$ cat src/rtl/axi_line_fill_pkg.sv
// Shared types and AXI constants for the instruction-cache line fill engine.
package axi_line_fill_pkg;

  typedef enum logic [1:0] {
    ST_IDLE = 2'd0,
    ST_ADDR = 2'd1,
    ST_DATA = 2'd2,
    ST_DONE = 2'd3
  } state_t;

  localparam logic [1:0] BURST_INCR = 2'b01;
  localparam logic [2:0] SIZE_8B    = 3'b011;
  localparam logic [1:0] RESP_OKAY  = 2'b00;

  // Beats per cache line: 512-bit line over a 64-bit R channel.
  localparam int BEATS = 8;

endpackage

$ cat src/rtl/axi_line_fill.sv
// Instruction-cache line fill engine: on a miss, issues one AXI4 INCR read
// burst for the enclosing line, assembles the beats into a line register and
// strobes it into the cache for one cycle.
// Optional build macro LINE_FILL_ERR_CHECK_EN enables R-channel error checking
// (bad response or misplaced RLAST sets a sticky error and drops the write).
//
// state | meaning
// ------+----------------------------------------------------------
// IDLE  | waiting for a miss; i_start captures the line address
// ADDR  | AR request presented, held until accepted
// DATA  | collecting beats; the 8th accepted beat ends the burst
// DONE  | single cycle; line written to the cache unless errored
module axi_line_fill
  import axi_line_fill_pkg::*;
#(
  parameter int ADDR_WIDTH     = 64,
  parameter int BLOCK_WIDTH    = 512,
  parameter int AXI_DATA_WIDTH = 64
) (
  input  logic                      i_clk,
  input  logic                      i_arst,
  input  logic                      i_start,
  input  logic [ADDR_WIDTH-1:0]     i_addr,
  output logic                      o_busy,
  output logic [BLOCK_WIDTH-1:0]    o_instr_block,
  output logic                      o_instr_we,
  output logic                      o_error,
  output logic                      o_arvalid,
  input  logic                      i_arready,
  output logic [ADDR_WIDTH-1:0]     o_araddr,
  output logic [7:0]                o_arlen,
  output logic [2:0]                o_arsize,
  output logic [1:0]                o_arburst,
  input  logic                      i_rvalid,
  output logic                      o_rready,
  input  logic [AXI_DATA_WIDTH-1:0] i_rdata,
  input  logic [1:0]                i_rresp,
  input  logic                      i_rlast
);

  localparam int CNT_W = $clog2(BEATS);
  localparam int OFF_W = $clog2(BLOCK_WIDTH / 8);
  localparam logic [CNT_W-1:0] LAST_BEAT = CNT_W'(BEATS - 1);

  state_t                  r_state;
  state_t                  w_state_nxt;
  logic [ADDR_WIDTH-1:0]   r_addr;
  logic [CNT_W-1:0]        r_beat;
  logic [BLOCK_WIDTH-1:0]  r_block;
  logic                    w_fill_start;
  logic                    w_beat_acc;
  logic                    w_last_acc;
  logic                    w_fill_bad;

  assign w_fill_start = (r_state == ST_IDLE) && i_start;
  assign w_beat_acc   = (r_state == ST_DATA) && i_rvalid;
  // The beat counter alone decides the end of the burst; RLAST is only checked.
  assign w_last_acc   = w_beat_acc && (r_beat == LAST_BEAT);

`ifdef LINE_FILL_ERR_CHECK_EN
  logic r_error;
  logic r_fill_err;
  logic w_beat_err;

  assign w_beat_err = (i_rresp != RESP_OKAY) || (i_rlast != (r_beat == LAST_BEAT));

  // Sticky error for software plus a per-fill flag that vetoes this fill's write.
  always_ff @(posedge i_clk or negedge i_arst) begin
    if (!i_arst) begin
      r_error    <= 1'b0;
      r_fill_err <= 1'b0;
    end else if (w_fill_start) begin
      r_fill_err <= 1'b0;
    end else if (w_beat_acc && w_beat_err) begin
      r_fill_err <= 1'b1;
      r_error    <= 1'b1;
    end
  end

  assign w_fill_bad = r_fill_err;
  assign o_error    = r_error;
`else
  logic w_unused_rsp;

  assign w_unused_rsp = ^{i_rresp, i_rlast};
  assign w_fill_bad   = 1'b0;
  assign o_error      = 1'b0;
`endif

  // State register.
  always_ff @(posedge i_clk or negedge i_arst) begin
    if (!i_arst) begin
      r_state <= ST_IDLE;
    end else begin
      r_state <= w_state_nxt;
    end
  end

  // Next-state and handshake outputs, all decoded from the current state.
  always_comb begin
    w_state_nxt = r_state;
    o_busy      = 1'b1;
    o_arvalid   = 1'b0;
    o_rready    = 1'b0;
    o_instr_we  = 1'b0;
    case (r_state)
      ST_IDLE: begin
        o_busy = 1'b0;
        if (i_start) w_state_nxt = ST_ADDR;
      end
      ST_ADDR: begin
        o_arvalid = 1'b1;
        if (i_arready) w_state_nxt = ST_DATA;
      end
      ST_DATA: begin
        o_rready = 1'b1;
        if (w_last_acc) w_state_nxt = ST_DONE;
      end
      ST_DONE: begin
        o_instr_we  = !w_fill_bad;
        w_state_nxt = ST_IDLE;
      end
      default: begin
        w_state_nxt = ST_IDLE;
      end
    endcase
  end

  // Line address capture, beat counter and line assembly.
  always_ff @(posedge i_clk or negedge i_arst) begin
    if (!i_arst) begin
      r_addr  <= '0;
      r_beat  <= '0;
      r_block <= '0;
    end else begin
      if (w_fill_start) begin
        r_addr <= {i_addr[ADDR_WIDTH-1:OFF_W], OFF_W'(0)};
        r_beat <= '0;
      end
      if (w_beat_acc) begin
        r_block[r_beat*AXI_DATA_WIDTH +: AXI_DATA_WIDTH] <= i_rdata;
        r_beat <= r_beat + 1'b1;
      end
    end
  end

  assign o_araddr      = r_addr;
  assign o_arlen       = 8'(BEATS - 1);
  assign o_arsize      = SIZE_8B;
  assign o_arburst     = BURST_INCR;
  assign o_instr_block = r_block;

endmodule
$ cat config.mk
export PLATFORM = sky130hd
export DESIGN_NAME = axi_line_fill
export DESIGN_NICKNAME = d
export VERILOG_FILES = /design/src/rtl/axi_line_fill_pkg.sv /design/src/rtl/axi_line_fill.sv
export SDC_FILE = /design/constraint.sdc
export NUM_CORES = 1
export LEC_CHECK = 0
export ABC_AREA = 1
export ABC_CLOCK_PERIOD_IN_PS = 4800
export BUFFER_PORTS_ARGS = -buffer_cell sky130_fd_sc_hd__buf_4
export CORE_AREA = 5 5 284 286
export CTS_CLUSTER_DIAMETER = 60
export DETAILED_ROUTE_END_ITERATION = 7
export DIE_AREA = 0 0 289 291
export GPL_ROUTABILITY_DRIVEN = 0
export SLEW_MARGIN = 5
export SYNTH_ARGS = -nofsm -noshare
export SYNTH_HDL_FRONTEND = slang
export SYNTH_SLANG_ARGS = --single-unit
$ cat constraint.sdc
create_clock -name i_clk -period 4.8 [get_ports i_clk]
set_input_delay 0.96 -clock i_clk [delete_from_list [all_inputs] [get_ports i_clk]]
set_output_delay 0.96 -clock i_clk [all_outputs]
set_load 0.005 [all_outputs]
==> impl_metrics.json <==
{
  "p_per_area_nw_per_um2": 508.5,
  "cts_resized": 0,
  "path_cells": "inv_2 > ha_4 > ha_4 > nand2_1 > inv_1 > nand3_4 > buf_12 > nand2_1 > o21ai_1",
  "port_buffers": 700,
  "row_count": 103,
  "period_minus_slack_ps": 3424,
  "grt_use_total_pct": 21.15,
  "via_per_inst": 4.751,
  "drt_iter0_drc": 1289,
  "leakage_nw": 15.97,
  "power_w": 0.01614,
  "vias": 20244,
  "worstMarginPinSlew_ps": 1045,
  "core_area_sq_um": 78100,
  "syn_to_final_growth_pct": 35.58,
  "required_ps": 5260,
  "fmax_mhz": 292.1,
  "cts_tree": "yes",
  "tns_ps": 0,
  "syn-cell-area_sq_um": 23420,
  "clock_sinks": 575,
  "crit_type": "reg2reg",
  "synth_area_leader_cell": "dfrtp_1",
  "synth_area_per_cell_sq_um": 9.219,
  "syn_inst": 2540,
  "vdd_drop_max_v": 0.0005249,
  "die_area_sq_um": 84100,
  "status": "finished, final reports clean",
  "cp_max_fo": 72,
  "setup-violations-final": 0,
  "slowest_delay_ps": 770,
  "hp-class": "in2async",
  "ioPinCount": 730,
  "rr_startpoint": "r_beat[0]",
  "critPathLaunchType": "flip-flop",
  "seq_area_frac_synth_pct": 61.45,
  "insertedDiodeCount": 0,
  "fillers": 7846,
  "numCtsBuffers": 68,
  "cp_slowest_cell": "dfrtp_4",
  "die_h_microns": 291,
  "crit_path_end_kind": "flip-flop",
  "wl_mm": 92.01,
  "fin_nets": 3311,
  "cts_root_buffer": "clkbuf_16",
  "cts.path.max_buffers": 3,
  "ant_nets": 0,
  "relSlewSlack_pct": 30.27,
  "grt_pass1_vias": 20326,
  "htree_levels": 3,
  "synth-seq-cells": 575,
  "clkTransAtPathRegs_ps": 60,
  "final.setup_skew_ps": 27.25,
  "start_util_pct": 29.98,
  "drv_slew": 0,
  "antenna_found_initial": 0,
  "drt-pass1-iter-count": 8,
  "crit_start": "r_beat[0]",
  "synth_area_leaders": "dfrtp_1 (61%), nand2_1 (15%), o21ai_1 (6.2%)",
  "r2r_cells": 9,
  "rsz0062_at_grt": "false",
  "final_hold_viol_count": 0,
  "synth_top_area_share_pct": 61.45,
  "die_w_microns": 289,
  "drc_errors": 0,
  "drive_gt1_share_pct": 28.87,
  "hold_buffers": 0,
  "yosysUniqueCellTypes": 25,
  "clock_latency_ps": 590,
  "wl_per_cell_microns": 21.59,
  "post-cts-setup-buffer-count": 0,
  "crit_arrival_ps": 3880,
  "grt_pass1_wl_mm": 135.7,
  "final.period_utilization_pct": 71.33,
  "grt_max_degree": 129,
  "cap_viol_max_count": 0,
  "synth_warnings": 0,
  "dpl.hpwl_mm": 61.85,
  "overflow": 0
}
-- worst max-delay path, delay by kind of cell (launching register included) --
kind | cells | cell delay, ps
compound gates | 1 | 70
buf+inv | 3 | 760
simple gates | 3 | 760
flops | 1 | 770
fa+ha+maj | 2 | 820
-- per-layer routing --
layer / up-vias / wire, microns / GRT usage (%)
met4: 0 / 4294 / 9.262
met1: 9838 / 36920 / 26.66
met2: 800 / 43510 / 34.46
met5: - / 0 / 0
li1: 9418 / - / -
met3: 188 / 7282 / 5.317
-- report_power, final --
| group | internal [W] | switching, W |
|---|---|---|
| Sequential | 0.00559 | 0.000490 |
| Clock | 0.00307 | 0.00212 |
| Combinational | 0.00180 | 0.00308 |
-- cell usage in the layout (no fill, tap or decap), types with 3 or more instances in the layout --
cell | Yosys | layout
o21ai_1 | 291 | 291
buf_12 | 0 | 12
buf_4 | 30 | 725
conb_1 | 2 | 20
nor2_1 | 138 | 135
clkbuf_16 | 0 | 69
clkinvlp_4 | 0 | 3
nand2_4 | 1 | 5
clkbuf_8 | 0 | 16
clkinv_2 | 0 | 6
clkbuf_1 | 30 | 13
mux2_2 | 58 | 58
nand3_4 | 0 | 4
bufinv_16 | 0 | 3
nor2_4 | 3 | 6
dfrtp_1 | 575 | 574
nand3_1 | 242 | 238
inv_1 | 16 | 15
nand2_1 | 959 | 956
inv_2 | 2 | 3
o21ai_0 | 31 | 31
ha_1 | 11 | 9
-- logic make-up after synthesis --
kind of cell	count (synthesis)	synth area share, %
other cells	2	0.03207
simple gates	1349	23.17
compound gates	324	6.930
mux	58	2.789
fa+ha+maj	11	0.5878
buf+inv	221	5.044
flops	575	61.45
-- stage by stage --
step | setup slack [ps] | util (%) | std cells | cell area [sq um] | hold slack (ps)
after floorplan | 2728 | - | 2558 | 23480 | 465.2
after global placement | 1348 | 37.80 | 4144 | 29520 | 456.3
after detailed placement | 1316 | 37.80 | 4144 | 29520 | 459.4
after CTS | 1311 | 40.65 | 4261 | 31750 | 421.2
after global routing | 1159 | 40.65 | 4261 | 31750 | 455.3
final | 1376 | 40.65 | 4261 | 31750 | 422.2
-- sequential cells by signal (all words and copies together) (netlist names) --
signal         cells
o_instr_block    512
o_araddr          58
r_beat             3
r_state            2
-- worst paths after layout --
check	to	slack [ps]
hold reg to reg	o_instr_block[289]	470
max in group asynchronous	o_instr_block[411]	3200
setup reg to reg	o_instr_block[248]	1380
min in group i_clk	o_instr_block[289]	470
setup / recovery	o_instr_block[248]	1380
hold / removal	o_instr_block[421]	420
-- cells in the mapped netlist --
cell and number:
clkbuf_2 1, inv_4 1, clkbuf_1 30, buf_4 30, mux2_2 58, nor2_8 1, o21ai_0 31, nand2_2 3
nand2_1 959, dfrtp_1 575, o22ai_1 1, a21oi_1 1, buf_2 128, buf_6 10, inv_1 16, nor2_4 3
nor2_1 138, inv_2 2, nor2_2 2, ha_1 11, nand2_4 1, nand3_1 242, conb_1 2, o21ai_1 291
buf_1 3
-- area by class of cell --
class	instances	area (sq um)	area share, %
sequential	575	14390	45.33
multi-input combinational	1762	8039	25.32
timing repair buffer	738	5698	17.95
clock buffer	98	1996	6.286
tap	1050	1314	4.138
clock inverter	19	235.2	0.7409
inverter	19	73.82	0.2325
No activity file was read; power rests on OpenSTA's default activity.
